==> config.mk <==
export PLATFORM = sky130hd
export DESIGN_NAME = video_layer_mixer
export DESIGN_NICKNAME = d
export VERILOG_FILES = /design/src/rtl/video_mix_pkg.sv /design/src/rtl/vmix_frame_ctl.sv /design/src/rtl/video_layer_mixer.sv
export SDC_FILE = /design/constraint.sdc
export NUM_CORES = 1
export LEC_CHECK = 0
export CAP_MARGIN = 30
export CORE_MARGIN = 2
export CORE_UTILIZATION = 30
export CTS_CLUSTER_DIAMETER = 100
export DETAILED_ROUTE_END_ITERATION = 8
export DONT_BUFFER_PORTS = 1
export HOLD_SLACK_MARGIN = 0.1
export PLACE_DENSITY = 0.46
export SLEW_MARGIN = 5
export SYNTH_ARGS = -nofsm -noshare
export SYNTH_HDL_FRONTEND = slang
export SYNTH_SLANG_ARGS = --single-unit
==> constraint.sdc <==
create_clock -name clk_sys -period 3.8 [get_ports clk_sys]
set_clock_uncertainty 0.2 [all_clocks]
set_input_delay 0.57 -clock clk_sys [delete_from_list [all_inputs] [get_ports clk_sys]]
set_output_delay 0.57 -clock clk_sys [all_outputs]
set_load 0.01 [all_outputs]
==> src/rtl/video_mix_pkg.sv <==
// Shared types and helpers for the layered video mixer: palette entry layout,
// reset palette value and the saturating component adder.
package video_mix_pkg;

  localparam int MAX_COMP_W = 8;
  localparam int SUM_MAX_W  = 16;

  typedef struct packed {
    logic [MAX_COMP_W-1:0] r;
    logic [MAX_COMP_W-1:0] g;
    logic [MAX_COMP_W-1:0] b;
  } pal_entry_t;

  // Mid-grey at the widest component size; narrower cores shift it down.
  localparam pal_entry_t PAL_DEFAULT = '{r: 8'h7F, g: 8'h7F, b: 8'h7F};

  function automatic logic [SUM_MAX_W-1:0] sat_add(
    input logic [SUM_MAX_W-1:0] a,
    input logic [SUM_MAX_W-1:0] b,
    input int                   comp_w
  );
    logic [SUM_MAX_W-1:0] max_v;
    logic [SUM_MAX_W-1:0] sum;
    max_v = SUM_MAX_W'((1 << comp_w) - 1);
    sum   = a + b;
    return (sum > max_v) ? max_v : sum;
  endfunction

endpackage

==> src/rtl/vmix_frame_ctl.sv <==
// Frame-rate control for the mixer: vsync edge detect, inversion request
// accumulator with per-frame latch, and the blink frame counter / phase.
module vmix_frame_ctl #(
  parameter int BLINK_FRAMES = 16
) (
  input  logic clk_sys,
  input  logic reset_n,
  input  logic ce_pix,
  input  logic vsync_in,
  input  logic inv_in,
  output logic frame_inv,
  output logic blink_phase
);

  localparam int CNT_W = (BLINK_FRAMES > 1) ? $clog2(BLINK_FRAMES) : 1;
  localparam logic [CNT_W-1:0] CNT_LAST = CNT_W'(BLINK_FRAMES - 1);

  logic             vsync_prev;
  logic             cur_inv;
  logic [CNT_W-1:0] blink_cnt;
  logic             vs_rise;

  // The edge is judged only on pixel beats, so a vsync pulse confined to
  // stalled cycles is never seen.
  assign vs_rise = ce_pix & vsync_in & ~vsync_prev;

  // NOTE: clocked state uses non-blocking '<=' so every register samples
  // pre-edge values regardless of statement order.
  always_ff @(posedge clk_sys or negedge reset_n) begin
    if (!reset_n) begin
      vsync_prev  <= 1'b0;
      cur_inv     <= 1'b0;
      frame_inv   <= 1'b0;
      blink_cnt   <= '0;
      blink_phase <= 1'b0;
    end else if (ce_pix) begin
      vsync_prev <= vsync_in;
      if (vs_rise) begin
        frame_inv <= cur_inv | inv_in;
        cur_inv   <= 1'b0;
        if (blink_cnt == CNT_LAST) begin
          blink_cnt   <= '0;
          blink_phase <= ~blink_phase;
        end else begin
          blink_cnt <= blink_cnt + 1'b1;
        end
      end else begin
        cur_inv <= cur_inv | inv_in;
      end
    end
  end

endmodule

==> src/rtl/video_layer_mixer.sv <==
// Mixes NUM_LAYERS 1-bit video layers through a two-bank RGB weight palette
// into saturated, blink/invert-aware COMP_W-bit colour with matched timing.
module video_layer_mixer
  import video_mix_pkg::*;
#(
  parameter int NUM_LAYERS   = 4,
  parameter int COMP_W       = 4,
  parameter int BLINK_FRAMES = 16
) (
  input  logic                          clk_sys,
  input  logic                          reset_n,
  input  logic                          ce_pix,
  input  logic                          color_mode,
  input  logic [NUM_LAYERS-1:0]         layers_in,
  input  logic                          inv_in,
  input  logic [NUM_LAYERS-1:0]         blink_en,
  input  logic                          hsync_in,
  input  logic                          vsync_in,
  input  logic                          hblank_in,
  input  logic                          vblank_in,
  input  logic                          pal_we,
  input  logic [$clog2(NUM_LAYERS):0]   pal_addr,
  input  logic [3*COMP_W-1:0]           pal_data,
  output logic [COMP_W-1:0]             r_out,
  output logic [COMP_W-1:0]             g_out,
  output logic [COMP_W-1:0]             b_out,
  output logic                          hsync_out,
  output logic                          vsync_out,
  output logic                          hblank_out,
  output logic                          vblank_out,
  output logic                          frame_inv
);

  localparam int LW = $clog2(NUM_LAYERS);
  localparam int PW = 3 * COMP_W;
  localparam logic [COMP_W-1:0] PAL_H = COMP_W'(PAL_DEFAULT.r >> (MAX_COMP_W - COMP_W));

  logic [PW-1:0] pal [2][NUM_LAYERS];
  logic          wr_bank;
  logic [LW-1:0] wr_layer;
  logic          blink_phase;

  assign wr_bank  = pal_addr[LW];
  assign wr_layer = pal_addr[LW-1:0];

  // NOTE: the palette is a handful of flops rather than a RAM macro, so it can
  // legitimately be reset to its default contents.
  always_ff @(posedge clk_sys or negedge reset_n) begin
    if (!reset_n) begin
      for (int b = 0; b < 2; b++)
        for (int i = 0; i < NUM_LAYERS; i++)
          pal[b][i] <= {PAL_H, PAL_H, PAL_H};
    end else if (pal_we && (int'(wr_layer) < NUM_LAYERS)) begin
      pal[wr_bank][wr_layer] <= pal_data;
    end
  end

  vmix_frame_ctl #(.BLINK_FRAMES(BLINK_FRAMES)) u_frame_ctl (
    .clk_sys     (clk_sys),
    .reset_n     (reset_n),
    .ce_pix      (ce_pix),
    .vsync_in    (vsync_in),
    .inv_in      (inv_in),
    .frame_inv   (frame_inv),
    .blink_phase (blink_phase)
  );

  // Stage 1: blink-masked per-layer weight lookup.
  logic [PW-1:0] w_next [NUM_LAYERS];
  logic [PW-1:0] s1_w   [NUM_LAYERS];
  logic          s1_hs, s1_vs, s1_hb, s1_vb;

  // NOTE: combinational blocks use blocking '=' and assign every output on
  // every path, so no latch is inferred.
  always_comb begin
    for (int i = 0; i < NUM_LAYERS; i++) begin
      w_next[i] = (layers_in[i] & ~(blink_en[i] & blink_phase)) ? pal[color_mode][i] : '0;
    end
  end

  always_ff @(posedge clk_sys or negedge reset_n) begin
    if (!reset_n) begin
      for (int i = 0; i < NUM_LAYERS; i++) s1_w[i] <= '0;
      {s1_hs, s1_vs, s1_hb, s1_vb} <= '0;
    end else if (ce_pix) begin
      for (int i = 0; i < NUM_LAYERS; i++) s1_w[i] <= w_next[i];
      {s1_hs, s1_vs, s1_hb, s1_vb} <= {hsync_in, vsync_in, hblank_in, vblank_in};
    end
  end

  // Stage 2: clamped accumulation equals clamping the full-width sum, since
  // every weight is non-negative.
  logic [COMP_W-1:0] acc_r, acc_g, acc_b;
  logic [COMP_W-1:0] mix_r, mix_g, mix_b;

  always_comb begin
    acc_r = '0;
    acc_g = '0;
    acc_b = '0;
    for (int i = 0; i < NUM_LAYERS; i++) begin
      acc_r = COMP_W'(sat_add(SUM_MAX_W'(acc_r), SUM_MAX_W'(s1_w[i][PW-1 -: COMP_W]), COMP_W));
      acc_g = COMP_W'(sat_add(SUM_MAX_W'(acc_g), SUM_MAX_W'(s1_w[i][2*COMP_W-1 -: COMP_W]), COMP_W));
      acc_b = COMP_W'(sat_add(SUM_MAX_W'(acc_b), SUM_MAX_W'(s1_w[i][COMP_W-1:0]), COMP_W));
    end
    mix_r = acc_r ^ {COMP_W{frame_inv}};
    mix_g = acc_g ^ {COMP_W{frame_inv}};
    mix_b = acc_b ^ {COMP_W{frame_inv}};
    if (s1_hb || s1_vb) begin
      mix_r = '0;
      mix_g = '0;
      mix_b = '0;
    end
  end

  always_ff @(posedge clk_sys or negedge reset_n) begin
    if (!reset_n) begin
      {r_out, g_out, b_out} <= '0;
      {hsync_out, vsync_out, hblank_out, vblank_out} <= '0;
    end else if (ce_pix) begin
      {r_out, g_out, b_out} <= {mix_r, mix_g, mix_b};
      {hsync_out, vsync_out, hblank_out, vblank_out} <= {s1_hs, s1_vs, s1_hb, s1_vb};
    end
  end

endmodule

# Yosys cells after proc, flatten, opt, wreduce, memory -nomap -nowiden
# Index checks and enable logic that the tools add are counted.
[word_totals]
ff_bits = 171
in_bits = 33
out_inout_bits = 17
[op_classes]
n_addsub = 10
order_cmp = 17
n_eq_ne = 1
mux = 29
bitwise_logic = 23
n_reduce_logical = 5
[op_table]
columns = ["cell", "count"]
rows = [
  ["2-to-1 mux 48 bit", 4],
  ["bitwise mux 96 bit", 1],
  ["2-to-1 mux 4 bit", 16],
  ["2-to-1 mux 12 bit", 5],
  ["demux 48 bit (select 1 bit)", 1],
  ["adder 4 x 4 -> 5 bit", 9],
  ["> comparator 5 x 4 -> 1 bit (second input constant)", 9],
  ["demux 12 bit (select 2 bit)", 1],
  ["> comparator 4 bit (second input constant)", 3],
  ["XOR 4 bit", 3],
  ["AND 1 bit", 10],
  ["NOT 1 bit", 6],
  ["adder 4 x 1 -> 4 bit (second input constant)", 1],
  ["equality test 4 bit (second input constant)", 1],
  ["greater-or-equal comparator 2 bit (second input constant)", 2],
  ["NOT 1 -> 2 bit", 2],
  ["greater-or-equal comparator 3 bit (second input constant)", 1],
  ["less-than comparator 3 x 1 -> 1 bit (second input constant)", 1],
  ["NOT 2 -> 3 bit", 1],
  ["AND reduction 3 bit", 1],
  ["logical AND 1 bit", 2],
  ["less-than comparator 2 x 1 -> 1 bit (second input constant)", 1],
  ["AND reduction 2 bit", 1],
  ["logical OR 1 bit", 1],
  ["other kinds (2)", 2],
]

# Depth between registers and ports, before layout
[depth]
ltp_word = 13
depth_mapped = 19
ltp_nobuf = 19

# Modules after synthesis
# From an unflattened synthesis, not the netlist that was laid out.
[hier_totals]
cells_unflattened = 706
hier_area_um2 = 8592.0
[by_module_without_submodules]
columns = ["module", "n_inst", "cells_per_inst", "area_per_inst_um2"]
rows = [
  ["video_layer_mixer", 1, 672, 8235.4],
  ["vmix_frame_ctl", 1, 34, 356.6],
]

# Worst setup path after synthesis
# Ideal clock, no wire load.
[synth_path]
path_type = "register -> register"
start = "reg s1_w[32] (netlist bit)"
end = "reg r_out[0]"
arrival_time_ns = 3.535
required_time_ns = 3.464
path_slack_ns = -0.071
path_stages_with_launch = 19
n_path_buf = 0
synth_period_minus_slack_ns = 3.871
path_cell_list = "dfrtp_1 > ha_1 > inv_1 > fa_1 > inv_1 > a21o_1 > a21oi_1 > nand2b_1 > ha_1 > fa_1 > a21o_1 > a21oi_1 > nand2b_1 > ha_1 > fa_1 > a21o_1 > a211oi_1 > xor2_1 > o22ai_1"
[synth_between]
elab_chain_cells = 11
[synth_lines]
columns = ["element", "line_no", "text"]
rows = [
  ["start: declaration", "video_layer_mixer.sv:70", "logic [PW-1:0] s1_w [NUM_LAYERS];"],
  ["adder 4 x 4 -> 5 bit *", "video_mix_pkg.sv:25", "sum = a + b;"],
  ["> comparator 5 x 4 -> 1 bit", "video_mix_pkg.sv:26", "return (sum > max_v) ? max_v : sum;"],
  ["2-to-1 mux 4 bit *", "video_mix_pkg.sv:26", ""],
  ["adder 4 x 4 -> 5 bit *", "video_mix_pkg.sv:25", ""],
  ["> comparator 5 x 4 -> 1 bit", "video_mix_pkg.sv:26", ""],
  ["2-to-1 mux 4 bit *", "video_mix_pkg.sv:26", ""],
  ["adder 4 x 4 -> 5 bit *", "video_mix_pkg.sv:25", ""],
  ["> comparator 5 x 4 -> 1 bit", "video_mix_pkg.sv:26", ""],
  ["2-to-1 mux 4 bit *", "video_mix_pkg.sv:26", ""],
  ["XOR 4 bit *", "video_layer_mixer.sv:105", "mix_r = acc_r ^ {COMP_W{frame_inv}};"],
  ["2-to-1 mux 4 bit *", "video_layer_mixer.sv:108", "if (s1_hb || s1_vb) begin"],
  ["end signal: assignment", "video_layer_mixer.sv:120", "{r_out, g_out, b_out} <= {mix_r, mix_g, mix_b};"],
  ["end: declaration", "video_layer_mixer.sv:24", "output logic [COMP_W-1:0] r_out,"],
]
# Every way passes the cells marked *; elsewhere a longest branch is shown, timed or not.
# A chain may end at the register's enable or synchronous reset.

# Final worst setup path
[layout_path]
start = "reg s1_w[44] (netlist bit)"
end = "reg r_out[2]"
[layout_between]
elab_chain_cells = 13
[layout_lines]
columns = ["element", "line_no"]
rows = [
  ["> comparator 4 bit", "video_mix_pkg.sv:26"],
  ["2-to-1 mux 4 bit *", "video_mix_pkg.sv:26"],
  ["adder 4 x 4 -> 5 bit *", "video_mix_pkg.sv:25"],
  ["> comparator 5 x 4 -> 1 bit", "video_mix_pkg.sv:26"],
  ["2-to-1 mux 4 bit *", "video_mix_pkg.sv:26"],
  ["adder 4 x 4 -> 5 bit *", "video_mix_pkg.sv:25"],
  ["> comparator 5 x 4 -> 1 bit", "video_mix_pkg.sv:26"],
  ["2-to-1 mux 4 bit *", "video_mix_pkg.sv:26"],
  ["adder 4 x 4 -> 5 bit *", "video_mix_pkg.sv:25"],
  ["> comparator 5 x 4 -> 1 bit", "video_mix_pkg.sv:26"],
  ["2-to-1 mux 4 bit *", "video_mix_pkg.sv:26"],
  ["XOR 4 bit *", "video_layer_mixer.sv:105"],
  ["2-to-1 mux 4 bit *", "video_layer_mixer.sv:108"],
]
# Marked as above.

==> impl_metrics.yaml <==
sta:
  holdWs_ps: -359.8
  min_period_ps: 3861
  rsz0062_at_grt: "true"
  fin_ws_ps: -60.88
  setup_tns_ps: -216.0
  worst_slew_pin_slew_ps: 927.7
  fmax_ghz: 0.2590
  slew_violations: 0
  slew_headroom_pct: 37.97
  hold_viol_final: 171
  setup_viol: 8
  fin_crit_sh_pct: 101.6
pwr:
  p_per_area_mw_per_mm2: 616.9
  comb_power_share_pct: 32.4
  p_sw_share_pct: 31.93
  leakagePower_nw: 4.496
  cell_internal_pwr_mw: 4.319
  ir_worst_vdd_v: 0.0002839
  power_mw: 6.345
  p_switching_mw: 2.026
  p_clk_share_pct: 26.5
  pwr-share-seq_pct: 41.1
detailed_routing:
  drc: 0
  final_antenna_net_count: 0
  drt-initial-drc-count: 189
  drt-vias-per-instance: 4.721
  routed_wl_mm: 18.69
  num_vias: 5424
  first_pass_iters: 4
  wl_per_cell_um: 16.27
placement:
  io_buffer_count: 0
  hpwl_mm: 12.29
  place_ws_ps: -467.4
  gp_congestion: 0.7582
finish:
  final_cell_mix: "106 x mux2_2, 99 x dfrtp_1, 72 x dfstp_2, 59 x inv_1, 57 x o22ai_1"
  fillers: 2668
  utilization_pct: 36.92
  n_antenna_cell: 0
  area.growth.synth_to_final_pct: 21.11
  layout_commonest_cell: "mux2_2"
  drive_above_1_share_pct: 42.67
  nets: 837
global_routing:
  use_met2_pct: 22.58
  grt_pass1_vias: 5842
  grt_max_degree: 172
  busiest_layer: "met2"
  met1_usage_pct: 17.00
  grt_first_pass_wirelength_mm: 30.55
  grtUsageTotal_pct: 13.21
  grt_overflow_total: 0
  met3_usage_pct: 2.632
  antenna_found_initial: 0
run_status:
  status: "finished with violations"
  violations: "hold timing, setup timing"
floorplanning:
  start_util_pct: 30.49
  dieHeight_um: 172.3
  ios: 50
  fp.dieW_um: 172.3
  rows: 61
  coreArea_mm2: 0.02786
  die_area_mm2: 0.02967
yosys:
  ys.flop_type: "dfrtp_1"
  ys_seq_elements: 171
  synth_cells: 692
  synthesis.nets: 771
  synth_cell_types: 40
  synth_edf_count: 0
  yosysSeqAreaShare_pct: 51.44
  synth_warnings: 0
  synth-async-reset-ratio_pct: 100.0
  netlist_area_mm2: 0.008493
  synth.avg_cell_area_um2: 12.27
clock_network:
  clock_sinks: 171
  clockBufferDepth: 2
  htree_levels: 4
  clk-insertion-delay-late_ps: 420
  cts-root-buf: "clkbuf_16"
  cts_inserted_buffers: 17
  cts_tree: "built"
  clkTransAtPathRegs_ps: 80
setup_path:
  r2r_slack_ps: -60
  worstSetupPathType: "flop to flop"
  start_kind: "flop"
  worstPathArrival_ps: 3940
  crit_fanout: 4
  worstPathRequired_ps: 3880
  cp-end-kind: "flop"
  r2r_start: "s1_w[44]$_DFFE_PN0P_"
  rr_endpoint: "r_out[2]$_DFFE_PN0P_"
  worstRegToRegCells: 18
run:
  cap_violations: 0
min_path:
  hold_path_class: "primary input to async pin"
==> area by class of cell <==
| type | instances | area, um^2 | share of cell area [%] |
|---|---|---|---|
| sequential | 171 | 4369 | 42.48 |
| multi-input combinational | 428 | 3979 | 38.68 |
| timing repair buffer | 75 | 644.4 | 6.264 |
| tap | 378 | 473.0 | 4.598 |
| clock buffer | 18 | 429.2 | 4.172 |
| inverter | 65 | 244.0 | 2.372 |
| clock inverter | 14 | 147.6 | 1.435 |
==> worst max path at each step <==
stage,from,endpoint,cells past startpoint
after floorplan,s1_w[28]$_DFFE_PN0P_,g_out[0]$_DFFE_PN0P_,19
after global placement,s1_w[24]$_DFFE_PN0P_,b_out[2]$_DFFE_PN0P_,19
after detailed placement,s1_w[24]$_DFFE_PN0P_,b_out[2]$_DFFE_PN0P_,19
after CTS,s1_w[44]$_DFFE_PN0P_,r_out[2]$_DFFE_PN0P_,18
after global routing,s1_w[44]$_DFFE_PN0P_,r_out[2]$_DFFE_PN0P_,18
final,s1_w[44]$_DFFE_PN0P_,r_out[2]$_DFFE_PN0P_,18
==> worst max-delay path: stages (launching register included) <==
cell and delay, ps:
dfrtp_1 390, ha_2 180, inv_2 50, fa_2 210
inv_2 30, a21o_1 150, a21oi_2 150, nand2b_1 100
ha_2 200, fa_2 340, a21o_1 180, a21oi_2 160
nand2b_1 80, ha_2 180, fa_2 350, a21o_1 220
a211oi_2 260, xor2_1 180, o22ai_1 90
==> cell usage after synthesis, types with 13 or more instances <==
| master | count | area, um^2 |
|---|---|---|
| a21o_1 | 13 | 97.59 |
| a21oi_1 | 22 | 110.1 |
| dfrtp_1 | 99 | 2477 |
| dfstp_2 | 72 | 1892 |
| ha_1 | 37 | 462.9 |
| inv_1 | 65 | 244.0 |
| mux2_2 | 106 | 1194 |
| mux2i_1 | 51 | 510.5 |
| nand2_1 | 22 | 82.58 |
| nand2b_1 | 13 | 81.33 |
| nor2_1 | 15 | 56.30 |
| o22ai_1 | 57 | 356.6 |
| xor2_1 | 13 | 113.9 |
==> power by group through the flow <==
stage                     sequential, mW  clock [mW]  combinational (mW)
after floorplan                     2.55           0                1.33
after global placement              2.62           0                1.69
final                               2.61        1.68                2.06
after detailed placement            2.64           0                1.74
after CTS                           2.61        1.74                1.94
after global routing                2.66        1.82                2.31
==> registers in the layout (all words and copies together) (netlist names) <==
name and count:
b_out 4, g_out 4, hblank_out 1, hsync_out 1
pal 96, r_out 4, s1_hb 1, s1_hs 1
s1_vb 1, s1_vs 1, s1_w 48, u_frame_ctl.blink_cnt 4
u_frame_ctl.blink_phase 1, u_frame_ctl.cur_inv 1, u_frame_ctl.frame_inv 1, vblank_out 1
vsync_out 1
==> what timing repair did <==
action / 4_1_cts / 5_1_grt
resized for setup: 37 / 20
setup endpoints to repair: 12 / 12
pin swaps: 34 / 22
hold buffers: 20 / 1
endpoints found under the hold margin: 332 / 172
setup buffers: 5 / 5
==> layer usage <==
layer / share of wire [%] / wire, um / vias up
met1: 47 / 8726 / 2750
met5: 0 / 0 / -
met3: 2.8 / 531 / 9
met2: 50 / 9266 / 63
met4: 0.90 / 169 / 0
li1: - / - / 2602
==> per-stage QoR <==
stage / std cells / instance area (um^2)
finish: 1149 / 10290
global route: 1149 / 10290
CTS: 1141 / 10140
detailed placement: 1084 / 9170
global placement: 1084 / 9170
floorplan: 692 / 8511
==> cells by family after synthesis <==
logic type	count (synthesis)	share of synthesized area, %
xor+xnor	15	1.547
flops	171	51.44
fa+ha+maj	46	7.572
simple gates	87	5.716
buf+inv	93	4.449
compound gates	123	9.208
mux	157	20.06
Power figures use the tool's default switching activity.
